===== src/rtl/nco_lut_sched.sv =====
// Multi-channel NCO sharing one combinational sine LUT. On every tick the
// enabled channels are walked in ascending order and their samples streamed out.
module nco_lut_sched #(
  parameter int unsigned CH_W  = 2,
  parameter int unsigned ACC_W = 16
) (
  input  logic                 clk,
  input  logic                 rst_n,
  input  logic                 tick,
  input  logic                 cfg_we,
  input  logic [CH_W-1:0]      cfg_ch,
  input  logic [ACC_W-1:0]     cfg_ftw,
  input  logic                 cfg_prst,
  input  logic [2**CH_W-1:0]   ch_en,
  output logic [7:0]           lut_phase,
  input  logic [7:0]           lut_val,
  output logic                 out_valid,
  input  logic                 out_ready,
  output logic [CH_W-1:0]      out_ch,
  output logic [7:0]           out_sample,
  output logic                 busy,
  output logic                 overrun,
  input  logic                 overrun_clr
);

  localparam int unsigned NCH = 2**CH_W;

  typedef enum logic [1:0] {StIdle, StScan, StLook, StOut} state_e;

  state_e            state;
  logic [CH_W-1:0]   idx;
  logic [ACC_W-1:0]  acc [NCH];
  logic [ACC_W-1:0]  ftw [NCH];
  logic              last_ch;

  assign last_ch = (idx == CH_W'(NCH - 1));
  assign busy    = (state != StIdle);

  always_ff @(posedge clk or negedge rst_n) begin
    if (!rst_n) begin
      state      <= StIdle;
      idx        <= '0;
      lut_phase  <= '0;
      out_valid  <= 1'b0;
      out_ch     <= '0;
      out_sample <= '0;
      overrun    <= 1'b0;
      for (int i = 0; i < NCH; i++) begin
        acc[i] <= '0;
        ftw[i] <= '0;
      end
    end else begin
      if (cfg_we) ftw[cfg_ch] <= cfg_ftw;

      // Set is evaluated after clear so a coincident overrun wins.
      if (overrun_clr) overrun <= 1'b0;
      if (tick && state != StIdle) overrun <= 1'b1;

      unique case (state)
        StIdle: begin
          if (tick) begin
            idx   <= '0;
            state <= StScan;
          end
        end
        StScan: begin
          if (ch_en[idx]) begin
            lut_phase <= acc[idx][ACC_W-1 -: 8];
            state     <= StLook;
          end else if (last_ch) begin
            state <= StIdle;
          end else begin
            idx <= idx + 1'b1;
          end
        end
        StLook: begin
          out_sample <= lut_val;
          out_ch     <= idx;
          out_valid  <= 1'b1;
          state      <= StOut;
        end
        StOut: begin
          if (out_ready) begin
            out_valid <= 1'b0;
            // ftw[idx] reads the pre-write value when cfg_we hits the same slot.
            acc[idx]  <= acc[idx] + ftw[idx];
            if (last_ch) begin
              state <= StIdle;
            end else begin
              idx   <= idx + 1'b1;
              state <= StScan;
            end
          end
        end
        default: state <= StIdle;
      endcase

      // Placed last so a phase clear overrides a same-cycle accumulate.
      if (cfg_prst) acc[cfg_ch] <= '0;
    end
  end

endmodule


===== config.mk =====
export PLATFORM = sky130hd
export DESIGN_NAME = nco_lut_sched
export DESIGN_NICKNAME = d
export VERILOG_FILES = /design/src/rtl/nco_lut_sched.sv
export SDC_FILE = /design/constraint.sdc
export NUM_CORES = 1
export LEC_CHECK = 0
export ABC_AREA = 1
export BUFFER_PORTS_ARGS = -buffer_cell sky130_fd_sc_hd__buf_4
export CAP_MARGIN = 0
export CORE_ASPECT_RATIO = 1.5
export CORE_MARGIN = 1.5
export CORE_UTILIZATION = 40
export CTS_BUF_LIST = sky130_fd_sc_hd__clkbuf_8
export CTS_CLUSTER_DIAMETER = 80
export DETAILED_ROUTE_END_ITERATION = 7
export MAX_ROUTING_LAYER = met4
export REMOVE_ABC_BUFFERS = 1
export SYNTH_ARGS = -nofsm -noshare
export SYNTH_HDL_FRONTEND = slang
export SYNTH_SLANG_ARGS = --single-unit

===== constraint.sdc =====
create_clock -name clk -period 2.9 [get_ports clk]
set_input_delay 0.58 -clock clk [delete_from_list [all_inputs] [get_ports clk]]
set_output_delay 0.58 -clock clk [all_outputs]
set_load 0.01 [all_outputs]

## Word-level counts from Yosys, hierarchy flattened

Cells that the tools add are included.

| cells by class | value |
|---|---|
| add/sub/neg operators | 2 |
| multiply operators | 0 |
| div/mod/pow operators | 0 |
| $lt $le $gt $ge | 5 |
| equal/unequal tests | 8 |
| shift-type cells | 0 |
| muxes and demuxes | 32 |
| bitwise logic cells | 4 |
| reductions and logical operators | 12 |

Operators by type and width:

| cell | number |
|---|---|
| 64-bit 2-to-1 mux | 3 |
| 64-bit bitwise mux | 2 |
| 16-bit 2-to-1 mux | 6 |
| 64-bit AND | 1 |
| 16-bit binary-select mux with 2-bit select | 2 |
| 16-bit demux with 2-bit select | 2 |
| 64-bit NOT | 1 |
| 16-bit adder | 1 |
| 2-bit 2-to-1 mux | 8 |
| 2-bit one-hot mux with 4 select lines | 1 |
| 2-bit equality test, second input constant | 3 |
| 3-bit >= comparator, second input constant | 2 |
| 3-bit by 1-bit less-than comparator with 1-bit output, second input constant | 2 |
| 2-bit != test, second input constant | 3 |
| 2-bit NOT with 3-bit output | 2 |
| 2-bit one-hot mux with 3 select lines | 1 |
| 2-bit nonzero test | 3 |
| 1-bit 2-to-1 mux | 5 |
| 2-bit AND reduction | 2 |
| 4-bit AND reduction | 1 |
| 1-bit logical AND | 3 |
| 2-bit by 3-bit less-than comparator with 1-bit output, second input constant | 1 |
| 3-bit != test, second input constant | 1 |
| 3-bit AND reduction | 1 |
| other kinds (6) | 6 |

| word-level totals | value |
|---|---|
| flip-flop bits (word level) | 152 |
| bits in latches | 0 |
| bits in writable memories | 0 |
| memory bits (read-only) | 0 |
| output and inout bits | 21 |
| logic and storage cells | 78 |
| memories | 0 |

## Logic depth before layout (Yosys ltp)

Gate-level depths: netlist (run 1).

| depth | value |
|---|---|
| word-level depth | 10 |
| gate-level depth with buffers | 18 |
| mapped depth without buffers | 15 |

## Least setup slack after synthesis (run 1)

OpenSTA, ideal clock, no wires.

| timing | value |
|---|---|
| kind | reg2reg |
| start point | register idx[0] |
| end point | register acc[8] (netlist name) |
| setup time | 113 ps |
| arrival | 2470 ps |
| required time | 2787 ps |
| setup slack | 317 ps |
| stages on the path, launching flop included | 15 |
| path buffers | 2 |
| clock period less this slack | 2583 ps |
| cells stage by stage | dfrtp_1 > inv_1 > buf_4 > clkbuf_1 > o21ai_0 > o22ai_1 > ha_1 > fa_1 > nand2_1 > a21oi_1 > a21oi_1 > xor2_1 > nand2_1 > nand2_1 > inv_1 |

| between the ends | value |
|---|---|
| word-level cells in the longest chain between the ends | 10 |
| elaborated cells between the ends (all ways) | 18 |
| classes of those cells | add/sub (1); order compare (2); mux (12); bitwise (2); reduce/logical (1) |

Ends and longest elaborated chain:

| item | RTL line | RTL |
|---|---|---|
| start: declaration | 31 | `logic [CH_W-1:0] idx;` |
| start signal: assignment | 73 | `idx <= idx + 1'b1;` |
| start signal: assignment | 90 | `idx <= idx + 1'b1;` |
| 2-bit NOT with 3-bit output (implied by the code) * | 86 | `acc[idx] <= acc[idx] + ftw[idx];` |
| 16-bit binary-select mux with 2-bit select, or another cell as far along | 86 |  |
| 16-bit 2-to-1 mux (implied by the code) or 1-bit logical AND (tied branches) | 86 |  |
| 16-bit 2-to-1 mux (implied by the code) | 86 |  |
| 16-bit adder or 16-bit demux with 2-bit select (tied branches) | 86 |  |
| 64-bit bitwise mux * | 86 |  |
| 64-bit 2-to-1 mux * | 83 | `if (out_ready) begin` |
| 64-bit 2-to-1 mux * | 59 | `unique case (state)` |
| 64-bit AND (no source line) | -- |  |
| 64-bit 2-to-1 mux * | 99 | `if (cfg_prst) acc[cfg_ch] <= '0;` |
| end signal: indexed assignment | 86 |  |
| end: declaration | 32 | `logic [ACC_W-1:0] acc [NCH];` |

Mark *: on every way between the ends. The rest lies on a longest branch, timed or not. The select of a mux whose other input is x is not followed.
A chain may end at the register's enable or synchronous reset.

## Final worst setup path (run 1)

| timing | value |
|---|---|
| start point | register idx[0] |
| end point | register acc[61] (netlist name) |

Same word-level chain as after synthesis.

==> results of run 1 <==
==> flip-flops by register name, indices dropped and copies added (netlist names), named ones only <==
register    cells
acc            64
ftw            64
lut_phase       8
out_sample      8
idx             2
out_ch          2
out_valid       1
overrun         1
state           1
==> final cells by class <==
class	instances	share of cell area
Clock buffer	18	0.0268
Clock inverter	14	0.0199
Inverter	126	0.0528
Multi-Input combinational cell	739	0.381
Sequential cell	152	0.412
Tap cell	260	0.0352
Timing Repair Buffer	78	0.0719
==> cells in the final DEF (no fill, tap or decap), drive strengths merged <==
master	netlist	final
dfrtp	152	152
nand2	243	243
mux2	8	8
o22ai	31	31
and3	1	1
nand3b	1	1
nand3	53	53
buf	25	78
fa	1	1
clkinv	0	6
nor2	197	197
bufinv	0	4
clkinvlp	0	1
o21ai	160	160
xnor2	1	1
ha	19	19
nand4	1	1
inv	126	129
o211ai	4	4
nor3	3	3
xor2	6	6
a21oi	10	10
clkbuf	24	18
==> stage by stage <==
step | TNS (ns) | utilization
detailed placement | 0 | 0.445
global placement | 0 | 0.445
global route | 0 | 0.467
CTS | 0 | 0.466
finish | 0 | 0.467
floorplan | -62.98 | -
==> kinds of logic (layout without fill, tap and decap cells) <==
logic type      after synthesis  after routing  synth area share
buf+inv                     175            236            0.0956
fa+ha+maj                    20             20            0.0319
simple gates                499            499             0.251
flops                       152            152             0.470
compound gates              205            205             0.133
mux                           8              8            0.0111
xor+xnor                      7              7           0.00758
==> metal layers <==
layer  track usage  up-vias
met1         0.239     3122
li1              -     3485
met5             -        -
met3        0.0329       24
met4        0.0768        0
met2         0.374      157
==> worst paths after layout <==
path | start | endpoint | slack (ns) | depth (start not counted)
max | idx[0] | acc[61] | 0.23 | 14
min | rst_n | ftw[1] | 0.12 | 1
max reg2reg | idx[0] | acc[61] | 0.23 | 14
min reg2reg | ftw[29] | ftw[29] | 0.48 | 2
max in group asynchronous | rst_n | idx[0] | 2.08 | 2
min in group clk | overrun_clr | overrun | 0.31 | 2
==> power by group through the flow <==
| stage | sequential, W | combinational [W] | clock, W |
|---|---|---|---|
| 2_1_floorplan | 0.00320 | 0.00361 | 0 |
| 3_3_place_gp | 0.00312 | 0.00537 | 0 |
| 3_5_place_dp | 0.00313 | 0.00542 | 0 |
| 4_1_cts | 0.00309 | 0.00545 | 0.00181 |
| 5_1_grt | 0.00317 | 0.00619 | 0.00189 |
| 6_report | 0.00308 | 0.00543 | 0.00175 |
==> critical path, delay by kind of cell (launching register included) <==
kind,cells,cell delay (ns)
compound gates,2,0.49
fa+ha+maj,1,0.36
buf+inv,4,0.52
flops,1,0.44
simple gates,7,0.79
==> repair_timing <==
action / 4_1_cts / 5_1_grt
endpoints found under the hold margin: 0 / 0
hold buffers: 0 / 0
endpoints found under the setup margin: 0 / 4
resized for setup: 0 / 1
==> impl_summary.log, run 1 <==
INFO  metric run_status = complete, no violations
INFO  metric most_repeated_library_cell_on_the_critical_path = sky130_fd_sc_hd__nand2_1
INFO  metric effective_utilization_at_floorplan = 0.409
INFO  metric synth.avg_cell_area = 7.59 um2
INFO  metric clk_transition_reported_paths = 0.08 ns
INFO  metric worst_ir_drop_vdd = 0.366 mV
INFO  metric layout-drive-gt1-share = 0.125
INFO  metric synth.largest_area_cell = sky130_fd_sc_hd__dfrtp_1
INFO  metric critPathRequiredTime = 3.31 ns
INFO  metric critPathMaxStageDelay = 0.44 ns
INFO  metric first_iter_violations = 422
INFO  metric power.share.sequential = 0.300
INFO  metric wl_met3 = 817 um
INFO  metric stdcell_area = 0.00924 mm2
INFO  metric antenna_cells = 0
INFO  metric powerDensity = 1110 mW/mm2
INFO  metric synthArstFlopShare = 1.00
INFO  metric clock_power_share = 0.171
INFO  metric place.port_buffers = 57
INFO  metric placement_rows = 63
INFO  metric synth_area_leaders = sky130_fd_sc_hd__dfrtp_1, sky130_fd_sc_hd__nand2_1, sky130_fd_sc_hd__o21ai_0, sky130_fd_sc_hd__nor2_1, sky130_fd_sc_hd__inv_1
INFO  metric number_of_antenna_violations_at_the_first_check_in_global_routing = 0
INFO  metric drc = 0
INFO  metric design.die.area = 0.0211 mm2
INFO  metric cts_max_level = 4
INFO  metric cell_with_the_most_instances_after_synthesis = sky130_fd_sc_hd__nand2_1
INFO  metric grt_usage = 0.211
INFO  metric number_of_global_route_vias_before_repair = 6667
INFO  metric route.met2.wl = 10200 um
INFO  metric numClockSinks = 152
INFO  metric instances_no_fill = 1387
INFO  metric critical_path.max_fanout = 24
INFO  metric p_leak = 5.01 nW
INFO  metric ys_warn_count = 0
INFO  metric endpoint_arrival_time_on_the_critical_path = 3.08 ns
INFO  metric syn-instance-count = 1066
INFO  metric core_region_area = 0.0198 mm2
INFO  metric number_of_top_level_pins = 58
INFO  metric cts_root_buffer = sky130_fd_sc_hd__clkbuf_8
INFO  metric cell_internal_pwr = 0.00564 W
INFO  metric yosysSeqAreaShare = 0.470
INFO  metric routedLengthMet1 = 8790 um
INFO  metric cts_max_path_buffers = 2
INFO  metric comb_power_share = 0.529
INFO  metric n_fill_cell = 2064
INFO  metric timing.critical_path.from_type = register
INFO  metric holdWs = 0.116 ns
INFO  metric dpl_cell_area = 0.00880 mm2
INFO  metric dp.final_hpwl = 13700 um
INFO  metric p_sw_frac = 0.451
INFO  metric drt_pass1_iterations = 5
INFO  metric synth.lib_cells_used.distinct = 30
INFO  metric max-slew-margin-rel = 0.584
INFO  metric synth.cell_area = 0.00809 mm2
INFO  metric register_area = 0.00380 mm2
INFO  metric end_kind = register
INFO  metric maxSlewViolCount = 0
INFO  metric detail_route.vias_per_cell = 4.89
INFO  metric dp_cells = 1355
INFO  metric grt_start_max_net_pins = 65
INFO  metric multiInputGateArea = 0.00352 mm2
INFO  metric endpoints_failing_hold = 0
INFO  metric hold_path_class = in2async
INFO  metric cp_slowest_cell = sky130_fd_sc_hd__dfrtp_2
INFO  metric pre_cts_ws = 0.239 ns
INFO  metric highest-signal-layer = met4
INFO  metric worst_slew_pin_slew = 0.624 ns
INFO  metric route.vias.total = 6788
INFO  metric final.period_utilization = 0.921
INFO  metric maxClockFrequency = 0.374 GHz
INFO  metric totalPowerFinal = 0.0103 W
INFO  metric tritoncts_buffers = 17
INFO  metric drt_wl_total = 20200 um
INFO  metric synthFlopType = sky130_fd_sc_hd__dfrtp_1
INFO  metric flow.area_growth_from_synthesis = 14.1%
INFO  metric layout_setup_ws = 0.228 ns
INFO  metric critical_path_class = reg2reg
INFO  metric timing.clock.skew = 0.0127 ns
INFO  metric grt_setup_unrepaired = no
INFO  metric min_cycle_time_layout = 2.67 ns
INFO  metric gr-total-overflow = 0
INFO  metric worst_path_cell_trace = inv_2 -> buf_12 -> nor2_1 -> o22ai_1 -> ha_1 -> nand2_1 -> inv_1 -> nand2_1 -> nand2_1 -> a21oi_1 -> nand3_1 -> nand3_1 -> nand2_1 -> inv_1
INFO  metric yosysTopAreaCellShare = 0.470
INFO  metric most_used_standard_cells_in_the_synthesized_netlist = sky130_fd_sc_hd__nand2_1, sky130_fd_sc_hd__nor2_1, sky130_fd_sc_hd__o21ai_0, sky130_fd_sc_hd__dfrtp_1, sky130_fd_sc_hd__inv_1
INFO  metric gp_congestion = 0.815
INFO  metric switching_power = 0.00462 W
INFO  metric drtAntennaViolNets = 0
INFO  metric synth-seq-cells = 152
INFO  metric grt_pass1_wl = 33500 um
INFO  metric clock_latency = 0.46 ns
INFO  metric number_of_maximum_capacitance_violations = 0
INFO  metric post_cts_buffers = 0
INFO  metric die_w = 119 um
INFO  metric finalSetupViolations = 0
INFO  metric die_height = 177 um
INFO  metric wl_per_cell = 14.5 um
INFO  metric fin_nets = 1171
INFO  metric synth-edff-count = 0
INFO  metric cts_tree = built
(Power assumes the default switching activity.)
==> inputs of run 2 (changes only) <==
--- a/config.mk
+++ b/config.mk
@@ -6,10 +6,11 @@
 export NUM_CORES = 1
 export LEC_CHECK = 0
 export ABC_AREA = 1
+export ABC_CLOCK_PERIOD_IN_PS = 2800
 export BUFFER_PORTS_ARGS = -buffer_cell sky130_fd_sc_hd__buf_4
 export CAP_MARGIN = 0
 export CORE_ASPECT_RATIO = 1.5
-export CORE_MARGIN = 1.5
+export CORE_MARGIN = 5
 export CORE_UTILIZATION = 40
 export CTS_BUF_LIST = sky130_fd_sc_hd__clkbuf_8
 export CTS_CLUSTER_DIAMETER = 80
==> constraint.sdc (replaced) <==
create_clock -name clk -period 2.8 [get_ports clk]
set_input_delay 0.56 -clock clk [delete_from_list [all_inputs] [get_ports clk]]
set_output_delay 0.56 -clock clk [all_outputs]
set_load 0.01 [all_outputs]
==> run 2 against run 1 <==
Compared with the run above: non-clock buffer count grew 10; maximum frequency increased by 4.4%; register-to-register slack hardly changed; total power rose by 4.8%; worst setup slack better by 0.013 ns; global-route usage decreased by 2.3 points; critical path type unchanged; largest power group unchanged.
==> impl_summary.log, run 2 (synthesis results as in run 1) <==
INFO  metric flow.area_growth_from_synthesis = 15.4%
INFO  metric run_status = complete, no violations
INFO  metric number_of_top_level_pins = 58
INFO  metric place.port_buffers = 57
INFO  metric grt_start_max_net_pins = 62
INFO  metric numClockSinks = 152
INFO  metric ff2ff_path_depth = 15
INFO  metric critical_path.max_fanout = 35
INFO  metric route.vias.total = 6924
INFO  metric n_fill_cell = 2124
INFO  metric crit-reg2reg-capture = acc[13]
INFO  metric layout-drive-gt1-share = 0.139
INFO  metric startpoint_of_the_worst_hold_path = overrun_clr
INFO  metric hold_path_class = in2reg
INFO  metric min_cycle_time_layout = 2.56 ns
INFO  metric worst_ir_drop_vdd = 0.307 mV
INFO  metric worst_hold_path.endpoint = overrun
INFO  metric maxSlewViolCount = 0
INFO  metric number_of_global_route_vias_before_repair = 6783
INFO  metric grt_setup_unrepaired = no
INFO  metric cts_tree = built
INFO  metric gr-total-overflow = 0
INFO  metric number_of_antenna_violations_at_the_first_check_in_global_routing = 0
INFO  metric cts_max_level = 4
INFO  metric finalSetupViolations = 0
INFO  metric drt_pass1_iterations = 5
INFO  metric antenna_cells = 0
INFO  metric core_region_area = 0.0199 mm2
INFO  metric max-slew-margin-rel = 0.610
INFO  metric powerDensity = 1150 mW/mm2
INFO  metric multiInputGateArea = 0.00354 mm2
INFO  metric totalPowerFinal = 0.0108 W
INFO  metric number_of_maximum_capacitance_violations = 0
INFO  metric wl_per_cell = 14.7 um
INFO  metric reg.largest.list = acc x64, ftw x64
INFO  metric most-common-layout-cells = sky130_fd_sc_hd__nand2_1, sky130_fd_sc_hd__nor2_1, sky130_fd_sc_hd__o21ai_0
INFO  metric die_w = 126 um
INFO  metric effective_utilization_at_floorplan = 0.407
INFO  metric placement_rows = 63
INFO  metric critical_path_class = reg2reg
INFO  metric maxClockFrequency = 0.391 GHz
INFO  metric clock_latency = 0.47 ns
INFO  metric dp_cells = 1362
INFO  metric gp_congestion = 0.810
INFO  metric drt_wl_total = 20500 um
INFO  metric first_iter_violations = 376
INFO  metric p_leak = 5.04 nW
INFO  metric timing.clock.skew = 0.0112 ns
INFO  metric detail_route.vias_per_cell = 4.96
INFO  metric design.die.area = 0.0232 mm2
INFO  metric holdPathStages = 2
INFO  metric tritoncts_buffers = 17
INFO  metric final.period_utilization = 0.914
INFO  metric endpoint_arrival_time_on_the_critical_path = 2.93 ns
INFO  metric fin_nets = 1181
INFO  metric setup-tns-final = 0 ns
INFO  metric critPathRequiredTime = 3.17 ns
INFO  metric r2r_slack = 0.24 ns
INFO  metric die_height = 184 um
INFO  metric worst_slew_pin_slew = 0.584 ns
INFO  metric drtAntennaViolNets = 0
INFO  metric instances_no_fill = 1397
INFO  metric dp.final_hpwl = 13800 um
INFO  metric cts_root_buffer = sky130_fd_sc_hd__clkbuf_8
INFO  metric worst_r2r_startpoint = idx[0]
INFO  metric post-route-util = 0.470
INFO  metric layout.cells.most_common = sky130_fd_sc_hd__nand2_1
INFO  metric clk_transition_reported_paths = 0.09 ns
INFO  metric register_area = 0.00380 mm2
INFO  metric drc = 0
INFO  metric endpoints_failing_hold = 0
INFO  metric grt_usage = 0.188
INFO  metric cts_max_path_buffers = 2
INFO  metric end_kind = register
INFO  metric timing.critical_path.from_type = register
INFO  metric grt_pass1_wl = 34100 um
[run 2: metal layers]
layer  part of all wire  wire length (um)  GRT usage  vias up
met2               0.50             10300      0.326      151
met3              0.044               904     0.0290       22
li1                   -                 -          -     3510
met1               0.43              8910      0.223     3241
met4              0.017               354     0.0635        0
met5                  0                 0          -        -
[run 2: metrics by stage]
stage	setup WS, ns	hold slack [ns]	instance area (um2)
2_1_floorplan	-1.36	0.264	7810
3_3_place_gp	0.170	0.461	8870
3_5_place_dp	0.149	0.468	8870
4_1_cts	0.124	0.242	9260
5_1_grt	0.0176	0.248	9330
6_report	0.241	0.277	9330
[run 2: what timing repair did]
action                                  4_1_cts  5_1_grt
endpoints found under the hold margin        31        0
gates resized for setup                       0       11
endpoints found under the setup margin        0        9
hold buffers                                  1        0
buffers inserted                              0        1
[run 2: worst max-delay path by stage]
stage / start / end / slack, ns / cells past startpoint
finish: idx[0] / acc[13] / 0.24 / 15
global route: idx[0] / acc[40] / 0.02 / 12
CTS: idx[0] / acc[13] / 0.12 / 15
detailed placement: idx[0] / acc[13] / 0.15 / 15
global placement: idx[0] / acc[13] / 0.17 / 15
floorplan: idx[0] / acc[8] / -1.36 / 12
[run 2: critical path, stage by stage (launching register included)]
cell,delay (ns)
sky130_fd_sc_hd__dfrtp_2,0.46
sky130_fd_sc_hd__buf_12,0.18
sky130_fd_sc_hd__buf_16,0.18
sky130_fd_sc_hd__o21ai_0,0.23
sky130_fd_sc_hd__o22ai_2,0.14
sky130_fd_sc_hd__ha_1,0.38
sky130_fd_sc_hd__nand2_2,0.14
sky130_fd_sc_hd__inv_1,0.05
sky130_fd_sc_hd__nand2_1,0.05
sky130_fd_sc_hd__nand2_1,0.05
sky130_fd_sc_hd__a21oi_1,0.20
sky130_fd_sc_hd__nand2_1,0.08
sky130_fd_sc_hd__nand2_1,0.13
sky130_fd_sc_hd__nand3_1,0.09
sky130_fd_sc_hd__nand2_1,0.07
sky130_fd_sc_hd__inv_1,0.04
[run 2: layout make-up]
cell class | instances | share of cell area
flip-flops and latches | 152 | 0.408
repair buffers | 88 | 0.0849
inverters | 126 | 0.0525
clock inverters | 15 | 0.0153
multi-input cells | 739 | 0.380
clock buffers | 17 | 0.0251
well taps | 260 | 0.0349
[run 2: power by group]
| part | total, W | switching (W) | internal (W) |
|---|---|---|---|
| clock | 0.00163 | 0.000914 | 0.000721 |
| sequential | 0.00320 | 0.000353 | 0.00285 |
| combinational | 0.00592 | 0.00369 | 0.00223 |
| total | 0.0108 | 0.00496 | 0.00579 |
